$ cat config.mk
export PLATFORM = sky130hd
export DESIGN_NAME = chess_move_streamer
export DESIGN_NICKNAME = d
export VERILOG_FILES = /design/src/rtl/chess_move_streamer.sv
export SDC_FILE = /design/constraint.sdc
export NUM_CORES = 1
export LEC_CHECK = 0
export ABC_CLOCK_PERIOD_IN_PS = 2400
export CORE_ASPECT_RATIO = 1.5
export CORE_MARGIN = 2
export CORE_UTILIZATION = 51
export CTS_CLUSTER_SIZE = 20
export DETAILED_ROUTE_END_ITERATION = 8
export PLACE_DENSITY = 0.74
export RECOVER_POWER = 100
export SYNTH_ARGS = -nofsm -noshare
export SYNTH_HDL_FRONTEND = slang
export SYNTH_SLANG_ARGS = --single-unit
$ cat constraint.sdc
create_clock -name clk -period 2.4 [get_ports clk]
set_input_delay 0.24 -clock clk [delete_from_list [all_inputs] [get_ports clk]]
set_output_delay 0.24 -clock clk [all_outputs]
set_load 0.01 [all_outputs]
$ cat src/rtl/chess_move_streamer.sv
// chess_move_streamer: move FIFO + two-byte serialiser paced by a host read strobe.
// Define CHESS_MOVE_COUNT_EN to append a popped-move count byte after the 0xFF terminator.
module chess_move_streamer #(
  parameter int DEPTH       = 4,
  parameter int SYNC_STAGES = 2
) (
  input  logic       clk,
  input  logic       rst_n,
  input  logic       ena,
  input  logic       flush,
  input  logic       mv_valid,
  output logic       mv_ready,
  input  logic [5:0] mv_from,
  input  logic [5:0] mv_to,
  input  logic [1:0] mv_flags,
  input  logic       gen_done,
  input  logic       rd_pin,
  output logic [7:0] out_byte,
  output logic       busy
);

  localparam int AW = $clog2(DEPTH);
  localparam int CW = $clog2(DEPTH + 1);

  typedef enum logic [2:0] {
    S_EMPTY,
    S_HI,
    S_LO,
    S_DONE,
    S_DONE_CNT
  } state_t;

  state_t state;
  state_t state_nxt;

  logic [13:0]            mem [DEPTH];
  logic [AW-1:0]          wr_ptr;
  logic [AW-1:0]          rd_ptr;
  logic [CW-1:0]          count;
  logic                   done_pending;
  logic [SYNC_STAGES-1:0] sync_q;
  logic                   rd_prev;
  logic                   rd_evt;
  logic                   push;
  logic                   pop;
  logic                   done_clr;
  logic [13:0]            head;

  assign mv_ready = ena & (count != CW'(DEPTH));
  assign push     = mv_valid & mv_ready & ~flush;
  assign rd_evt   = sync_q[SYNC_STAGES-1] & ~rd_prev & ena;
  assign pop      = (state == S_LO) & rd_evt & ~flush;
  assign head     = mem[rd_ptr];
  assign busy     = (count != '0) | done_pending;

`ifdef CHESS_MOVE_COUNT_EN
  logic [7:0] mv_cnt;

  assign done_clr = (state == S_DONE_CNT) & rd_evt;

  // popped-move counter, saturating, cleared once the count byte is consumed
  always_ff @(posedge clk or negedge rst_n) begin
    if (!rst_n) begin
      mv_cnt <= '0;
    end else if (flush || done_clr) begin
      mv_cnt <= '0;
    end else if (pop && mv_cnt != 8'hFF) begin
      mv_cnt <= mv_cnt + 8'd1;
    end
  end
`else
  assign done_clr = (state == S_DONE) & rd_evt;
`endif

  // move storage; contents need no reset because count gates every read
  always_ff @(posedge clk) begin
    if (push) begin
      mem[wr_ptr] <= {mv_flags, mv_to, mv_from};
    end
  end

  // FIFO pointers, occupancy and the end-of-list flag
  always_ff @(posedge clk or negedge rst_n) begin
    if (!rst_n) begin
      wr_ptr       <= '0;
      rd_ptr       <= '0;
      count        <= '0;
      done_pending <= 1'b0;
    end else if (flush) begin
      wr_ptr       <= '0;
      rd_ptr       <= '0;
      count        <= '0;
      done_pending <= 1'b0;
    end else begin
      if (push) begin
        wr_ptr <= wr_ptr + AW'(1);
      end
      if (pop) begin
        rd_ptr <= rd_ptr + AW'(1);
      end
      unique case ({push, pop})
        2'b10:   count <= count + CW'(1);
        2'b01:   count <= count - CW'(1);
        default: count <= count;
      endcase
      if (gen_done) begin
        done_pending <= 1'b1;
      end else if (done_clr) begin
        done_pending <= 1'b0;
      end
    end
  end

  // read-strobe synchroniser and edge register; flush leaves these alone
  always_ff @(posedge clk or negedge rst_n) begin
    if (!rst_n) begin
      sync_q  <= '0;
      rd_prev <= 1'b0;
    end else begin
      sync_q  <= {sync_q[SYNC_STAGES-2:0], rd_pin};
      rd_prev <= sync_q[SYNC_STAGES-1];
    end
  end

  // state register
  always_ff @(posedge clk or negedge rst_n) begin
    if (!rst_n) begin
      state <= S_EMPTY;
    end else begin
      state <= state_nxt;
    end
  end

  // next-state decode; flush overrides everything
  always_comb begin
    state_nxt = state;
    unique case (state)
      S_EMPTY: begin
        if (count != '0) begin
          state_nxt = S_HI;
        end else if (done_pending) begin
          state_nxt = S_DONE;
        end
      end
      S_HI: begin
        if (rd_evt) begin
          state_nxt = S_LO;
        end
      end
      S_LO: begin
        if (rd_evt) begin
          if (count > CW'(1)) begin
            state_nxt = S_HI;
          end else if (done_pending) begin
            state_nxt = S_DONE;
          end else begin
            state_nxt = S_EMPTY;
          end
        end
      end
      S_DONE: begin
        if (rd_evt) begin
`ifdef CHESS_MOVE_COUNT_EN
          state_nxt = S_DONE_CNT;
`else
          state_nxt = S_EMPTY;
`endif
        end
      end
`ifdef CHESS_MOVE_COUNT_EN
      S_DONE_CNT: begin
        if (rd_evt) begin
          state_nxt = S_EMPTY;
        end
      end
`endif
      default: state_nxt = S_EMPTY;
    endcase
    if (flush) begin
      state_nxt = S_EMPTY;
    end
  end

  // byte presented to the host, decoded from state and FIFO head
  always_comb begin
    out_byte = 8'h00;
    unique case (state)
      S_HI:       out_byte = {2'b10, head[5:0]};
      S_LO:       out_byte = {head[13:12], head[11:6]};
      S_DONE:     out_byte = 8'hFF;
`ifdef CHESS_MOVE_COUNT_EN
      S_DONE_CNT: out_byte = mv_cnt;
`endif
      default:    out_byte = 8'h00;
    endcase
  end

endmodule

Word level (Yosys, flattened, before mapping)
Memory sizes are Yosys's and may differ from the RTL's.
Cells that the tools add are included.
Storage, ports and cells
  register bits after elaboration: 14
  word-level logic and storage cells: 62
  bits in writable memories: 56
  memories kept: 1
Cells by class
  reductions and logical operators: 7
  order comparisons: 1
  multiplexer cells: 21
  add/sub/neg operators: 4
  eq/ne operators: 10
  bitwise logic cells: 11
Memory list
  mem: depth 4, bits a word 14, rd ports 1, clocked after Yosys merged registers in 0, write ports 1, line 36  | logic [13:0] mem [DEPTH];
Operators with widths (count)
  8-bit case mux with 3 select lines: 1
  3-bit two-way mux: 7
  2-bit two-way mux: 6
  3-bit inequality test, second input constant: 4
  3-bit case mux with 4 select lines: 1
  3-bit nonzero test: 3
  1-bit AND: 8
  3-bit by 2-bit equality test with 1-bit output, second input constant: 2
  3-bit case mux with 2 select lines: 1
  1-bit two-way mux: 5
  2-bit by 1-bit adder with 2-bit output, second input constant: 2
  4-bit inequality test, second input constant: 1
  4-bit AND reduction: 1
  2-bit nonzero test: 2
  3-bit by 1-bit adder with 3-bit output, second input constant: 1
  3-bit by 1-bit equality test with 1-bit output, second input constant: 1
  3-bit by 1-bit > comparator with 1-bit output, second input constant: 1
  3-bit logical NOT: 1
  3-bit by 1-bit subtractor with 3-bit output, second input constant: 1
  2-bit by 1-bit equality test with 1-bit output, second input constant: 1
  2-bit equality test, second input constant: 1
  1-bit inverter: 2
  1-bit bitwise OR: 1

Logic depth before layout (Yosys ltp)
Gate-level depths: netlist of the first run.
  depth in word-level cells: 8
  gate-level depth with buffers: 6

Least setup slack after synthesis of the first run
Ideal clock, no wire load.
  kind: register to register
  from: reg count[1]
  to: mem mem[1][0] (enable)
  buffers on the path: 0
  data required time: 2034 ps
  clock period less this slack: 1943 ps
  cell stages (with the launch flop): 7
  arrival time: 1577 ps
  slack: 457 ps
  cells stage by stage: dfrtp_1 inv_1 ha_1 a21boi_4 nand2_1 nor2_1 and2_1
Between the ends
  word-level cells in the longest chain between the ends: 6
RTL lines
  start: declaration: line 39  | logic [CW-1:0] count;
  start signal: assignment: line 102  | 2'b10: count <= count + CW'(1);
  start signal: assignment: line 103  | 2'b01: count <= count - CW'(1);
  start signal: assignment: line 104  | default: count <= count;
  3-bit inequality test: line 49  | assign mv_ready = ena & (count != CW'(DEPTH));
  1-bit AND: line 49
  net mv_ready: line 12  | output logic mv_ready,
  1-bit AND (2 in series): line 50  | assign push = mv_valid & mv_ready & ~flush;
  1-bit two-way mux: line 77  | if (push) begin
  1-bit two-way mux (implied by the code): line 78  | mem[wr_ptr] <= {mv_flags, mv_to, mv_from};
  end: declaration: line 36
The timed path passes the listed nets, and every way through them passes these cells.

Worst setup path after layout of the first run
  from: reg rd_ptr[0]
  to: out out_byte[6]
Between the ends
  word-level cells in the longest chain between the ends: 2
RTL lines
  start: declaration: line 38  | logic [AW-1:0] rd_ptr;
  start signal: assignment: line 99  | rd_ptr <= rd_ptr + AW'(1);
  memory read 4 x 14 bit
  8-bit case mux with 3 select lines: line 187  | unique case (state)
  end: declaration: line 18  | output logic [7:0] out_byte,
No other way between the ends.

==> results of run 1 <==
[sequential cells by signal, indices dropped and copies added, names as in the netlist]
register / flops
mem: 56
count: 3
rd_ptr: 2
state: 2
sync_q: 2
wr_ptr: 2
done_pending: 1
rd_prev: 1
[metrics by stage]
stage,worst slack (ns),total power (W),instance area [sq um]
2_1_floorplan,0.457,0.00156,2930
3_3_place_gp,0.383,0.00172,3340
3_5_place_dp,0.328,0.00174,3340
4_1_cts,0.000546,0.00278,3560
5_1_grt,0.00136,0.00286,3630
6_report,0.0817,0.00275,3630
[cell families after synthesis]
group / after synthesis / synth area share
DFF: 69 / 0.685
and+or+nand+nor: 38 / 0.0704
AOI/OAI and AO/OA: 23 / 0.0530
buffers and inverters: 15 / 0.0260
muxes: 15 / 0.111
adders and majority gates: 9 / 0.0376
xor gates and xnor gates: 4 / 0.0167
[worst min-delay path by stage]
| stage | to | slack (ns) | depth (start not counted) |
|---|---|---|---|
| 3_3_place_gp | sync_q[1] | 0.34 | 0 |
| 3_5_place_dp | sync_q[1] | 0.34 | 0 |
| 6_report | count[0] | 0.34 | 1 |
| 5_1_grt | sync_q[1] | 0.37 | 0 |
| 4_1_cts | state[1] | 0.27 | 1 |
| 2_1_floorplan | count[0] | -0.06 | 0 |
[cell usage after synthesis (2+ instances only)]
master	instances
a21oi_1	4
nand2_1	15
o21ai_0	9
ha_1	8
and2_1	4
inv_1	8
mux4_2	14
nor2_1	8
nor3_1	2
clkbuf_1	2
buf_6	2
dfrtp_1	13
nor3b_1	2
o21a_1	2
xnor2_1	3
edfxtp_1	56
[layer usage]
| metal | vias up | global-route usage | share of wire |
|---|---|---|---|
| met5 | - | 0 | 0 |
| met4 | 0 | 0.0962 | 0.020 |
| met3 | 9 | 0.0570 | 0.041 |
| met2 | 45 | 0.336 | 0.56 |
| met1 | 862 | 0.231 | 0.38 |
| li1 | 756 | - | - |
[critical path, cell delays in order, from the launching register on]
cell and delay (ns):
dfrtp_2 0.42, clkbuf_16 0.18, mux4_2 0.49, o21a_1 0.18, clkdlybuf4s50_1 0.48
[cell type report]
cell class	count	area, sq um
Fill cell	403	1860
Clock buffer	9	124
Multi-Input combinational cell	89	850
Inverter	8	30.0
Tap cell	70	87.6
Sequential cell	69	2010
Clock inverter	7	98.8
Timing Repair Buffer	43	435
[power by group]
group	leakage [nW]	internal, W	switching (W)
sequential	0.673	0.00133	0.0000637
clock	0.110	0.000589	0.000455
combinational	0.598	0.000166	0.000147
[timing repair]
item / CTS / global route
buffers inserted: 0 / 4
resized for setup: 4 / 8
cloned: 0 / 1
setup endpoints to repair: 4 / 7
[layout by cell type (no fill, tap or decap), types with 3 or more instances in the layout]
master and instances:
edfxtp_1 56, dlymetal6s2s_1 4, inv_1 8, xnor2_1 3, clkdlybuf4s50_1 8, clkbuf_8 9
buf_4 11, dlygate4sd3_1 16, nand2_1 15, o21ai_0 5, ha_1 8, o21ai_1 4
mux4_2 14, and2_1 4, dfrtp_1 12, a21oi_1 4, nor2_1 9
==> results by group, run 1 <==
Outcome
  – Status: completed

Logic synthesis
  – Cells after Synth: approximately 170
  – Main synth FF type: edfxtp_1
  – Yosys warns: 0
  – Post-synth top area share: 0.574
  – Number of distinct standard cells referenced by the synthesized netlist: 37
  – Asr flop ratio synth: 0.188
  – Mapped Area: 2930 sq um
  – Syn avg cell area: 16.9 sq um
  – Net Count, Synth: 202
  – EDFF count, synth: 56
  – Dominant cell type by area after synthesis: edfxtp_1
  – Register area share after synthesis: 0.685
  – Yosys reg bits: 69
  – Area contributors post-synth: edfxtp_1 (57%), dfrtp_1 (11%), mux4_2 (11%)

Floorplan
  – Die area: 6380 sq um
  – Die height: between 90 and 100 um
  – Die Wd: 65.9 um
  – CORE AREA: 5490 sq um
  – IO Count: 31
  – Initial Util: 0.534
  – # rows: 33

Setup path
  – FF-to-FF Start: state[1]
  – Reg2reg path depth: 4
  – CP Capture Type: output port
  – Req. time, crit path: 2.16 ns
  – Critical Path End: out_byte[6]
  – Worst path arrival time: 2.08 ns
  – Startpoint Class: flop
  – CP Max Fanout: 7
  – Critical Path Start: rd_ptr[0]
  – Crit Path Class: reg2out
  – Worst R2R Setup Slack: about 0.24 ns
  – Worst r2r dst: count[2]

Timing
  – Final Hold Fails: 0
  – Setup_tns: 0 ns
  – Final Slew Violations: 0
  – RSZ-0062 raised after global routing: no
  – Slew Limit Headroom: 0.488
  – Fmax: 431 MHz
  – WHS: 0.340 ns
  – Minimum clock period: 2.32 ns
  – Tcrit/Tclk final: 0.966
  – Least-Margin Pin Slew: 0.769 ns
  – Setup Skew: 0.00572 ns
  – Final Setup Violations: 0

GRT
  – Largest net degree at the start of global routing: 20
  – First-pass GRT wire length: 9160 um
  – All-layer global routing usage: 0.201
  – Antenna violations before repair: 0
  – Number of global-route vias before repair: roughly 1,800
  – Total gr overflow: 0

Power
  – Cell Pwr Density: 756 nW/um^2
  – Peak supply drop: 0.000568 V
  – Lkg Pwr: 1.38 nW

Drt
  – Remaining DRCs: 0
  – Antenna Violating Nets Remaining: 0
  – Vias: 1,672
  – Via density: 5.67
  – Drt initial violations: 73
  – Routed wire per std cell: around 19 um
  – Drt first pass iters: 4
  – Total routed wirelength: 5720 um

Final layout
  – Post-Layout Cell Count: between 200 and 300
  – Nets: 249
  – Ratio of cells with drive above 1 in the final layout: 0.222
  – ANT cells: 0
  – Area grow syn2layout: 24.0%
  – Post-route core utilization: 0.662

CTS
  – CTS tree: yes
  – Clock Latency Late Sink: roughly 0.35 ns
  – Clock Tree Root: clkbuf_8
  – CTS Buf Count: 9
  – # clock sinks: 69
  – H-tree Lvls: 3
  – Max Root-Sink Buffers: 2
  – Hold Buf Count CTS: 0
  – CTS clk-pin slew, worst paths: 0.08 ns

Placement
  – GPL Wtd Cong: 0.763
  – Buffers on Ports: 30
  – Hpwl dp: between 3000 and 4000 um
  – Cells after DPL: 274

Run
  – MaxCap Viol Count: 0

Hold path
  – Min-delay worst type: in2async
Power figures use the tool's default switching activity.
==> inputs of run 2 (changes only) <==
- CORE_MARGIN: 2 -> 4
- CTS_BUF_LIST: default -> sky130_fd_sc_hd__clkbuf_16
==> run 2 against run 1 <==
  * Design area is 1.5% higher
  * First-iteration DRC count is 22% lower
  * Fmax is 1.2% lower
  * Combinational power hardly changed
  * Core utilization is 0.48 points higher
  * Critical path depth is 1 higher
  * Global-route usage is 2.8 points lower
  * Sequential power hardly changed
  * Highest routed layer unchanged
==> results by group, run 2 (synthesized netlist as in run 1, its figures left out) <==
Final layout
  – Largest register by flop count: mem
  – Post-route cell area: 3690 sq um (+1.5%)
  – Post-Layout Cell Count: 294 (-0.34%)
  – Area grow syn2layout: 25.8%
  – Top Registers: mem: 56 flops, count: 3 flops
  – Ratio of cells with drive above 1 in the final layout: 0.196 (-0.0258)
  – Commonest cells after routing, fill and taps aside: edfxtp_1 (56), dlygate4sd3_1 (17), nand2_1 (15)
  – Nets: 248 (-0.40%)
  – ANT cells: 0 (unchanged)
  – Commonest non-fill, non-tap cell in the layout: edfxtp_1
  – Max reg flops: 56 (unchanged)

Setup path
  – Worst path arrival time: 2.11 ns (+0.03 ns)
  – Largest stage delay, worst path: 0.49 ns (about the same)
  – Crit Path Class: reg2out
  – Critical path cell sequence: buf_12 > mux4_2 > o21ai_0 > nand2_1 > clkdlybuf4s50_1
  – CP Capture Type: output port
  – Critical Path End: out_byte[0]
  – CP Max Fanout: 11 (+4)
  – Slowest cell on crit path: mux4_2
  – FF-to-FF Start: count[1]
  – Worst r2r dst: mem[1][8]
  – Critical Path Start: rd_ptr[0]
  – Reg2reg path depth: 7 (+3)
  – Worst R2R Setup Slack: 0.17 ns (-0.07 ns)
  – Startpoint Class: flop
  – Req. time, crit path: 2.16 ns (about the same)

CTS
  – Clock Latency Late Sink: 0.33 ns (-0.02 ns)
  – # clock sinks: 69 (unchanged)
  – CTS tree: yes
  – Hold Buf Count CTS: 0 (unchanged)
  – Clock Tree Root: clkbuf_16
  – H-tree Lvls: 3 (unchanged)
  – CTS clk-pin slew, worst paths: 0.06 ns (-0.02 ns)
  – Max Root-Sink Buffers: 2 (unchanged)
  – CTS Buf Count: 9 (unchanged)

Timing
  – Tcrit/Tclk final: 0.978 (+0.0121)
  – Slew Limit Headroom: 0.539 (+0.0512)
  – Least-Margin Pin Slew: 0.692 ns (-0.0767 ns)
  – Final Slew Violations: 0 (unchanged)
  – Fmax: 426 MHz (-1.2%)
  – Minimum clock period: 2.35 ns (+0.0290 ns)
  – Setup Skew: 0.00755 ns (+0.00184 ns)
  – Final Hold Fails: 0 (unchanged)
  – RSZ-0062 raised after global routing: yes
  – Final Setup Violations: 0 (unchanged)

Hold path
  – Min-delay worst type: reg2reg
  – Hold wc startpoint: sync_q[0]

Power
  – Cell Pwr Density: 839 nW/um^2 (+11%)
  – Switching share of power: 0.222 (-0.0200)
  – Share of power burned in registers: 0.448 (-0.058)
  – P_sw: 0.000687 W (+3.3%)
  – Peak supply drop: 0.000622 V (+9.4%)
  – Pwr Total: 0.00309 W (+13%)
  – Clock Power Share: 0.451 (+0.071)
  – Internal: 0.00241 W (+16%)
  – Lkg Pwr: 1.37 nW (-0.99%)
  – Comb pwr share: 0.101 (-0.013)

Run
  – MaxCap Viol Count: 0 (unchanged)

GRT
  – Number of global-route vias before repair: 1,815 (+0.055%)
  – All-layer global routing usage: 0.172 (-0.0284)
  – Total gr overflow: 0 (unchanged)
  – First-pass GRT wire length: 9030 um (-1.4%)
  – Antenna violations before repair: 0 (unchanged)
  – Largest net degree at the start of global routing: 20 (unchanged)

Drt
  – Drt initial violations: 57 (-22%)
  – Via density: 5.62 (-0.86%)
  – Antenna Violating Nets Remaining: 0 (unchanged)
  – Total routed wirelength: 5530 um (-3.3%)
  – Vias: 1,652 (-1.2%)
  – Remaining DRCs: 0 (unchanged)
  – Routed wire per std cell: 18.8 um (-3.0%)
  – Drt first pass iters: 4 (unchanged)

Placement
  – DP Area: 3330 sq um (-0.37%)
  – GPL Wtd Cong: 0.815 (+6.9%)
  – Buffers on Ports: 30 (unchanged)
  – Cells after DPL: 274 (unchanged)
  – Hpwl dp: 3600 um (+1.7%)

Floorplan
  – Die Wd: 69.9 um (+6.1%)
  – IO Count: 31 (unchanged)
  – CORE AREA: 5530 sq um (+0.75%)
  – Die height: 101 um (+4.1%)
  – Die area: 7050 sq um (+10%)
  – # rows: 33 (unchanged)
  – Initial Util: 0.530 (-0.00398)

Outcome
  – Status: completed
[run 2: changes by cell type in the layout (fill, tap and decap cells not counted), moves of 2 or more]
cell,previous run,this run
o21ai_0,5,7
dlygate4sd2_1,2,0
clkbuf_16,1,9
and2_0,0,4
buf_4,11,5
o21ai_1,4,2
clkbuf_8,9,0
clkdlybuf4s50_1,8,11
dlymetal6s2s_1,4,2
and2_1,4,1
clkbuf_2,0,3
[run 2: routing by layer]
metal | vias up | GRT usage | wire [um]
met3 | 8 | 0.0409 | 271
met5 | - | 0 | 0
met2 | 50 | 0.299 | 2940
li1 | 751 | - | -
met4 | 0 | 0.0782 | 85
met1 | 843 | 0.202 | 2230
[run 2: worst min-delay path by stage]
| stage | cells after the start | to |
|---|---|---|
| detailed placement | 0 | sync_q[1] |
| global route | 0 | sync_q[1] |
| floorplan | 0 | count[0] |
| CTS | 1 | sync_q[0] |
| finish | 0 | sync_q[1] |
| global placement | 0 | sync_q[1] |
[run 2: per-stage QoR]
stage	util	worst slack (ns)	hold WS (ns)	setup TNS, ns
final	0.666	0.0527	0.358	0
after global routing	0.666	-0.0341	0.380	-0.0533
after CTS	0.663	0.00716	0.323	0
after detailed placement	0.602	0.243	0.340	0
after global placement	0.602	0.331	0.343	0
after floorplan	-	0.457	-0.0556	0
[run 2: power by group through the flow]
stage | sequential, W | clock, W | combinational, W
finish | 0.00139 | 0.00139 | 0.000313
global route | 0.00139 | 0.00150 | 0.000339
CTS | 0.00139 | 0.00142 | 0.000323
detailed placement | 0.00141 | 0 | 0.000319
global placement | 0.00141 | 0 | 0.000306
floorplan | 0.00137 | 0 | 0.000187
[run 2: timing repair]
item	4_1_cts	5_1_grt
setup endpoints to repair	5	6
pin swaps	0	0
setup buffers	0	4
resized for setup	4	4
[run 2: layout make-up]
cell class / instances / area [sq um]
fill: 414 / 1850
timing repair buffer: 42 / 398
inverter: 8 / 30.0
clock buffer: 9 / 225
sequential: 69 / 2010
tap: 70 / 87.6
multi-input combinational: 89 / 842
clock inverter: 7 / 97.6
[run 2: critical path, delay by kind of cell (launching register included)]
kind / cells / cell delay (ns)
flip-flops: 1 / 0.41
multiplexers: 1 / 0.49
buffers and inverters: 2 / 0.64
AO/OA/AOI/OAI: 1 / 0.16
AND/OR/NAND/NOR: 1 / 0.08
